===== src/rtl/issue_queue_pkg.sv =====
// Shared issue-stage types: uop bundles, queue entry and age compare.
// sqN ordering is modular, so every flush site uses sqn_younger.
package issue_queue_pkg;
  localparam int SQN_W = 7;
  localparam int TAG_W = 7;

  typedef logic [SQN_W-1:0] SqN;
  typedef logic [TAG_W-1:0] Tag;

  typedef struct packed {
    logic       valid;
    SqN         sqN;
    Tag         tagA;
    Tag         tagB;
    Tag         tagDst;
    logic       immB;
    logic [7:0] op;
  } IS_UOp;

  typedef struct packed {
    Tag          tagDst;
    logic [31:0] result;
  } RES_UOp;

  typedef struct packed {
    logic taken;
    SqN   sqN;
  } BranchProv;

  typedef struct packed {
    logic  valid;
    IS_UOp uop;
    logic  rdyA;
    logic  rdyB;
  } IQEntry;

  function automatic logic sqn_younger(SqN a, SqN b);
    SqN d;
    d = a - b;
    return $signed(d) > 0;
  endfunction
endpackage


===== src/rtl/issue_queue_if.sv =====
// Enqueue handshake between rename and the issue queue.
// master = rename side, slave = queue side.
interface issue_queue_if
  import issue_queue_pkg::*;
#(
  parameter int SIZE = 8
);
  localparam int FREE_W = $clog2(SIZE) + 1;

  logic              IN_valid;
  IS_UOp             IN_uop;
  logic              IN_availA;
  logic              IN_availB;
  logic              OUT_ready;
  logic [FREE_W-1:0] OUT_free;

  modport master (
    output IN_valid, IN_uop, IN_availA, IN_availB,
    input  OUT_ready, OUT_free
  );

  modport slave (
    input  IN_valid, IN_uop, IN_availA, IN_availB,
    output OUT_ready, OUT_free
  );
endinterface


===== src/rtl/issue_queue_prio_enc_lsb.sv =====
// Lowest-set-bit priority encoder used for oldest-ready select.
module prio_enc_lsb #(
  parameter int W = 8
) (
  input  logic [W-1:0]         i_req,
  output logic [$clog2(W)-1:0] o_idx,
  output logic                 o_valid
);
  always_comb begin
    o_idx   = '0;
    o_valid = 1'b0;
    for (int i = W - 1; i >= 0; i--) begin
      if (i_req[i]) begin
        o_idx   = $clog2(W)'(i);
        o_valid = 1'b1;
      end
    end
  end
endmodule


===== src/rtl/issue_queue.sv =====
// Age-ordered compacting issue queue with writeback wakeup,
// oldest-ready select, stall hold and branch flush.
module issue_queue
  import issue_queue_pkg::*;
#(
  parameter int SIZE    = 8,
  parameter int NUM_WBS = 4
) (
  input  logic                 clk,
  input  logic                 rst,
  issue_queue_if.slave         enq,
  input  logic [NUM_WBS-1:0]   IN_wbHasResult,
  input  RES_UOp               IN_wbUOp [NUM_WBS],
  input  BranchProv            IN_branch,
  input  logic                 IN_stall,
  output IS_UOp                OUT_uop
);
  localparam int IDX_W = $clog2(SIZE);
  localparam int CNT_W = IDX_W + 1;

  IQEntry             r_q [SIZE];
  logic [CNT_W-1:0]   r_count;
  logic [CNT_W-1:0]   r_free;
  IS_UOp              r_out;

  IQEntry             w_wake [SIZE+1];
  IQEntry             w_next [SIZE];
  Tag [NUM_WBS-1:0]   w_wbTag;
  logic               w_unused_res;
  logic [SIZE-1:0]    w_req;
  logic [IDX_W-1:0]   w_selIdx;
  logic               w_selValid;
  logic               w_outFlush;
  logic               w_doIssue;
  logic               w_enq;
  logic               w_inRdyA;
  logic               w_inRdyB;
  logic [CNT_W-1:0]   w_keep;
  logic [CNT_W-1:0]   w_nextCount;
  IS_UOp              w_nextOut;

  function automatic logic wakeup(
    Tag t, logic [NUM_WBS-1:0] v, Tag [NUM_WBS-1:0] tags
  );
    logic hit;
    hit = 1'b0;
    for (int j = 0; j < NUM_WBS; j++)
      hit |= v[j] & (tags[j] == t);
    return hit & ~t[TAG_W-1];
  endfunction

  always_comb begin
    w_unused_res = 1'b0;
    for (int j = 0; j < NUM_WBS; j++) begin
      w_wbTag[j]   = IN_wbUOp[j].tagDst;
      w_unused_res = w_unused_res ^ (^IN_wbUOp[j].result);
    end
  end

  // select uses the pre-wakeup ready bits: wakeup lands at this edge
  always_comb begin
    w_wake[SIZE] = '0;
    for (int i = 0; i < SIZE; i++) begin
      w_wake[i] = r_q[i];
      if (wakeup(r_q[i].uop.tagA, IN_wbHasResult, w_wbTag))
        w_wake[i].rdyA = 1'b1;
      if (wakeup(r_q[i].uop.tagB, IN_wbHasResult, w_wbTag))
        w_wake[i].rdyB = 1'b1;
      w_req[i] = r_q[i].valid & r_q[i].rdyA & r_q[i].rdyB;
    end
  end

  prio_enc_lsb #(.W(SIZE)) u_sel (
    .i_req   (w_req),
    .o_idx   (w_selIdx),
    .o_valid (w_selValid)
  );

  assign w_outFlush = r_out.valid & IN_branch.taken
                    & sqn_younger(r_out.sqN, IN_branch.sqN);
  assign w_doIssue  = w_selValid & (~IN_stall | w_outFlush);

  assign enq.OUT_ready = r_count < CNT_W'(SIZE);
  assign enq.OUT_free  = r_free;
  assign OUT_uop       = r_out;

  assign w_inRdyA = enq.IN_availA | enq.IN_uop.tagA[TAG_W-1]
                  | wakeup(enq.IN_uop.tagA, IN_wbHasResult, w_wbTag);
  assign w_inRdyB = enq.IN_availB | enq.IN_uop.tagB[TAG_W-1]
                  | enq.IN_uop.immB
                  | wakeup(enq.IN_uop.tagB, IN_wbHasResult, w_wbTag);
  assign w_enq = enq.IN_valid & enq.OUT_ready
               & ~(IN_branch.taken
                   & sqn_younger(enq.IN_uop.sqN, IN_branch.sqN));

  // entries are age-ordered, so the flushed set is always a suffix
  always_comb begin
    w_keep = '0;
    for (int i = 0; i < SIZE; i++) begin
      w_next[i] = w_wake[i];
      if (w_doIssue && i >= int'(w_selIdx))
        w_next[i] = w_wake[i+1];
      if (IN_branch.taken && w_next[i].valid
          && sqn_younger(w_next[i].uop.sqN, IN_branch.sqN))
        w_next[i] = '0;
      if (w_next[i].valid)
        w_keep = w_keep + 1'b1;
    end
    if (w_enq) begin
      w_next[w_keep[IDX_W-1:0]].valid = 1'b1;
      w_next[w_keep[IDX_W-1:0]].uop   = enq.IN_uop;
      w_next[w_keep[IDX_W-1:0]].rdyA  = w_inRdyA;
      w_next[w_keep[IDX_W-1:0]].rdyB  = w_inRdyB;
    end
    w_nextCount = w_keep + CNT_W'(w_enq);
  end

  always_comb begin
    w_nextOut = r_out;
    if (w_outFlush || !IN_stall) begin
      w_nextOut       = 'x;
      w_nextOut.valid = 1'b0;
      if (w_doIssue && !(IN_branch.taken
          && sqn_younger(r_q[w_selIdx].uop.sqN, IN_branch.sqN))) begin
        w_nextOut       = r_q[w_selIdx].uop;
        w_nextOut.valid = 1'b1;
      end
    end
  end

  always_ff @(posedge clk) begin
    if (rst) begin
      for (int i = 0; i < SIZE; i++)
        r_q[i] <= '0;
      r_count <= '0;
      r_free  <= CNT_W'(SIZE);
      r_out   <= '0;
    end else begin
      for (int i = 0; i < SIZE; i++)
        r_q[i] <= w_next[i];
      r_count <= w_nextCount;
      r_free  <= CNT_W'(SIZE) - w_nextCount;
      r_out   <= w_nextOut;
    end
  end
endmodule


===== src/flat_wrapper.sv =====
// flat-port wrapper written by rule: the top's interface ports become plain ports
module issue_queue_flat import issue_queue_pkg::*;
#(
  parameter int SIZE    = 8,
  parameter int NUM_WBS = 4
)
  (clk, rst, IN_wbHasResult, IN_wbUOp, IN_branch, IN_stall, OUT_uop, enq_IN_valid, enq_IN_uop, enq_IN_availA, enq_IN_availB, enq_OUT_ready, enq_OUT_free);
  issue_queue_if #(.SIZE(SIZE)) enq_i ();
  input  logic clk;
  input  logic rst;
  input  logic [NUM_WBS-1:0] IN_wbHasResult;
  input  RES_UOp IN_wbUOp[NUM_WBS];
  input  BranchProv IN_branch;
  input  logic IN_stall;
  output IS_UOp OUT_uop;
  input wire logic [$bits(enq_i.IN_valid)-1:0] enq_IN_valid;
  input wire logic [$bits(enq_i.IN_uop)-1:0] enq_IN_uop;
  input wire logic [$bits(enq_i.IN_availA)-1:0] enq_IN_availA;
  input wire logic [$bits(enq_i.IN_availB)-1:0] enq_IN_availB;
  output wire logic [$bits(enq_i.OUT_ready)-1:0] enq_OUT_ready;
  output wire logic [$bits(enq_i.OUT_free)-1:0] enq_OUT_free;
  assign enq_i.IN_valid = enq_IN_valid;
  assign enq_i.IN_uop = enq_IN_uop;
  assign enq_i.IN_availA = enq_IN_availA;
  assign enq_i.IN_availB = enq_IN_availB;
  assign enq_OUT_ready = enq_i.OUT_ready;
  assign enq_OUT_free = enq_i.OUT_free;
  issue_queue #(.SIZE(SIZE), .NUM_WBS(NUM_WBS)) u_core (.clk(clk), .rst(rst), .enq(enq_i), .IN_wbHasResult(IN_wbHasResult), .IN_wbUOp(IN_wbUOp), .IN_branch(IN_branch), .IN_stall(IN_stall), .OUT_uop(OUT_uop));
endmodule

===== config.mk =====
export PLATFORM = sky130hd
export DESIGN_NAME = issue_queue_flat
export DESIGN_NICKNAME = d
export VERILOG_FILES = /design/src/rtl/issue_queue_pkg.sv /design/src/rtl/issue_queue_if.sv /design/src/rtl/issue_queue_prio_enc_lsb.sv /design/src/rtl/issue_queue.sv /design/src/flat_wrapper.sv
export SDC_FILE = /design/constraint.sdc
export NUM_CORES = 2
export LEC_CHECK = 0
export CAP_MARGIN = 20
export CORE_MARGIN = 8
export CORE_UTILIZATION = 50
export CTS_CLUSTER_DIAMETER = 30
export DETAILED_ROUTE_END_ITERATION = 10
export PLACE_DENSITY = 0.82
export SETUP_SLACK_MARGIN = 0.5
export SYNTH_ARGS = -nofsm -noshare
export SYNTH_HDL_FRONTEND = slang
export SYNTH_SLANG_ARGS = --single-unit

===== constraint.sdc =====
create_clock -name clk -period 15.8 [get_ports clk]
set_clock_uncertainty 0.1 [all_clocks]
set_input_delay 2.37 -clock clk [delete_from_list [all_inputs] [get_ports clk]]
set_output_delay 2.37 -clock clk [all_outputs]
set_load 0.02 [all_outputs]

==> results.json <==
{
  "outcome": "complete, no violations",
  "tightest_slew_ns": 1.17,
  "die_w_um": 260,
  "synth_warnings": 0,
  "leakage_nw": 13.5,
  "pwr-share-clk": 0.569,
  "rrSetupSlack_ns": 4.59,
  "cts-resized-gates": 0,
  "vias": 31000,
  "fill_cells": 5163,
  "wl_um": 110000,
  "grt_pass1_wl_um": 169000,
  "grt_use_total": 0.314,
  "synth_cells": 4110,
  "fmax_mhz": 71.5,
  "synthTopCellsByArea": "dfxtp_1 24%, nand2_1 10%, xor2_1 8.2%, xnor2_1 8.1%, mux2i_1 6.9%",
  "cts.sinks": 363,
  "clock_path_buffers": 3,
  "cts_root_buffer": "clkbuf_16",
  "cts_tree": "built",
  "crit_path_top_delay_cell": "clkdlybuf4s50_1",
  "yosysMostFrequentCell": "nand2_1",
  "rsz0062_at_grt": "false",
  "finalCritPeriodShare": 0.885,
  "syn2layout_area_growth_pct": 15.0,
  "worstPathArrival_ns": 14.36,
  "ys_seq_area_frac": 0.245,
  "powerDensity_mw_per_mm2": 101,
  "drive_gt1_frac": 0.0719,
  "min_period_ns": 13.98,
  "relSlewSlack": 0.219,
  "setup-tns-final_ns": 0,
  "wire_per_inst_um": 23.0,
  "sw_frac_of_total": 0.278,
  "first_global_vias": 29800,
  "ys_ff_latch": 363,
  "synth_top_area_frac": 0.245,
  "post-cts-setup-buffers": 0,
  "async_reset_ff_frac": 0,
  "critPathMaxFanout": 42,
  "io_pins": 255,
  "crit_path_frequent_cell": "ha_1",
  "cap_viol_max_count": 0,
  "start_util": 0.505,
  "p_comb_frac": 0.146,
  "slew_violations": 0,
  "holdWs_ns": 0.350,
  "dpl.hpwl_um": 65200,
  "first_iter_violations": 4384,
  "clock_latency_ns": 0.66,
  "crit_required_ns": 16.18,
  "clk_pin_slew_ns": 0.05,
  "die_h_um": 260,
  "antenna_found_initial": 4,
  "synth_area_mm2": 0.0297,
  "p_sw_uw": 961,
  "p_seq_frac": 0.285,
  "start_kind": "input port",
  "cts_buffers": 88,
  "synth_ff_type": "dfxtp_1",
  "crit_path_end_kind": "register",
  "setup_slack_ns": 1.82,
  "vias_per_cell": 6.46,
  "yosys.area.top_type": "dfxtp_1",
  "syn_nets": 4409,
  "ctsHoldBuffers": 0,
  "synth_cell_types": 80,
  "synth_edf_count": 0,
  "grt_start_max_net_pins": 103,
  "final-hold-violation-count": 0,
  "synthTopCellsByCount": "825 x nand2_1, 389 x a21oi_1, 363 x dfxtp_1, 353 x clkbuf_1, 293 x nor2_1",
  "dieArea_mm2": 0.0674,
  "critPathMaxStageDelay_ns": 0.82,
  "gr-total-overflow": 0,
  "fin_nets": 4245,
  "post-place-ws_ns": 1.51,
  "placed_cell_area_mm2": 0.0308,
  "avgSynthCellArea_um2": 7.22,
  "gp_congestion": 0.962,
  "fin_area_mm2": 0.0341,
  "path_class": "input port to register",
  "crit_buf_inv": 5,
  "internal-power_mw": 2.49,
  "total_power_mw": 3.45,
  "drtAntennaViolNets": 0,
  "drt-pass1-iter-count": 9,
  "drc": 0,
  "port_buffers": 125,
  "fp-row-count": 89,
  "coreArea_mm2": 0.0588,
  "finalSetupViolations": 0,
  "worst_hold_path_type": "register to register",
  "critPathTopFamily": "compound AO/OA/AOI/OAI gates",
  "ir_worst_vdd_v": 0.000102,
  "htree_num_levels": 3
}
-- per-layer routing --
| metal | track usage | vias to the layer above | wire length, µm |
|---|---|---|---|
| met5 | 0 | - | 0 |
| met4 | 0.220 | 0 | 8360 |
| met3 | 0.0899 | 687 | 14900 |
| met2 | 0.474 | 2410 | 47100 |
| met1 | 0.383 | 14300 | 40100 |
| li1 | - | 13600 | - |
-- per-stage QoR --
stage,instances,util
after floorplan,4110,-
after global placement,4627,0.524
after detailed placement,4627,0.524
after CTS,4789,0.579
after global routing,4793,0.580
final,4796,0.580
-- tightest hold or removal path, cell delays in order (launching register included) --
cell and delay [ns]:
dfxtp_1 0.30, nand2_1 0.05, a21oi_1 0.05
-- path summary, 6_finish.rpt --
check / startpoint / to / cells after the start
min: u_core.OUT_uop[10] / u_core.OUT_uop[10] / 2
min reg2reg: u_core.OUT_uop[10] / u_core.OUT_uop[10] / 2
max: IN_branch[1] / u_core.r_q[4][31] / 43
max reg2reg: u_core.OUT_uop[30] / u_core.r_q[4][31] / 44
-- flip-flops by register name, indices dropped and copies added, names as in the netlist --
name                 cells
u_core.r_q             320
u_core.r_count           1
u_core.enq.OUT_free      4
u_core.OUT_uop          38
-- cell families (layout without fill, tap and decap cells) --
| family | Yosys count | in the layout | synth area share |
|---|---|---|---|
| AOI/OAI and AO/OA | 793 | 793 | 0.168 |
| muxes | 208 | 208 | 0.0705 |
| adders and majority gates | 87 | 87 | 0.0395 |
| DFF | 363 | 363 | 0.245 |
| and+or+nand+nor | 1583 | 1583 | 0.238 |
| xor gates and xnor gates | 563 | 563 | 0.170 |
| buffers and inverters | 513 | 421 | 0.0693 |
| other | 0 | 5 | 0 |
-- placed cells by master, fill, tap and decap left out, types with 17 or more instances in the layout --
cell type        synthesis  final
or3_1                   63     61
nor2_1                 293    284
and2_1                  78     77
o21ai_0                 95     95
nand2_1                825    820
clkinv_2                 0     18
mux2i_1                204    204
a211oi_1                66     66
xor2_1                 279    279
xnor2_1                275    275
ha_1                    76     76
clkdlybuf4s50_1          0    123
nor3_1                  21     19
inv_1                   53     53
nand2b_1                17     17
a311oi_1                62     62
o21bai_1                17     17
a211o_1                 56     56
nand3_1                 74     71
nor4_1                  47     46
dfxtp_1                363    363
nand4_1                108    108
a21oi_1                389    389
buf_4                   13     75
clkbuf_16                0     88
-- final cells by class --
cell class	count	area, µm²	share of cell area
flip-flops and latches	363	7270	0.213
well taps	773	967	0.0283
repair buffers	204	1900	0.0557
inverters	55	206	0.00605
clock inverters	52	823	0.0241
diodes	5	12.5	0.000367
multi-input cells	3234	20500	0.602
clock buffers	110	2400	0.0705
-- power groups by stage --
stage               clock, mW  combinational, mW  sequential (mW)
floorplan                   0              0.367            0.976
global placement            0              0.471            0.998
detailed placement          0              0.483            0.998
CTS                      1.97              0.489            0.982
global route             2.02              0.540            0.986
finish                   1.96              0.504            0.985
No activity file was read; power rests on OpenSTA's default activity.
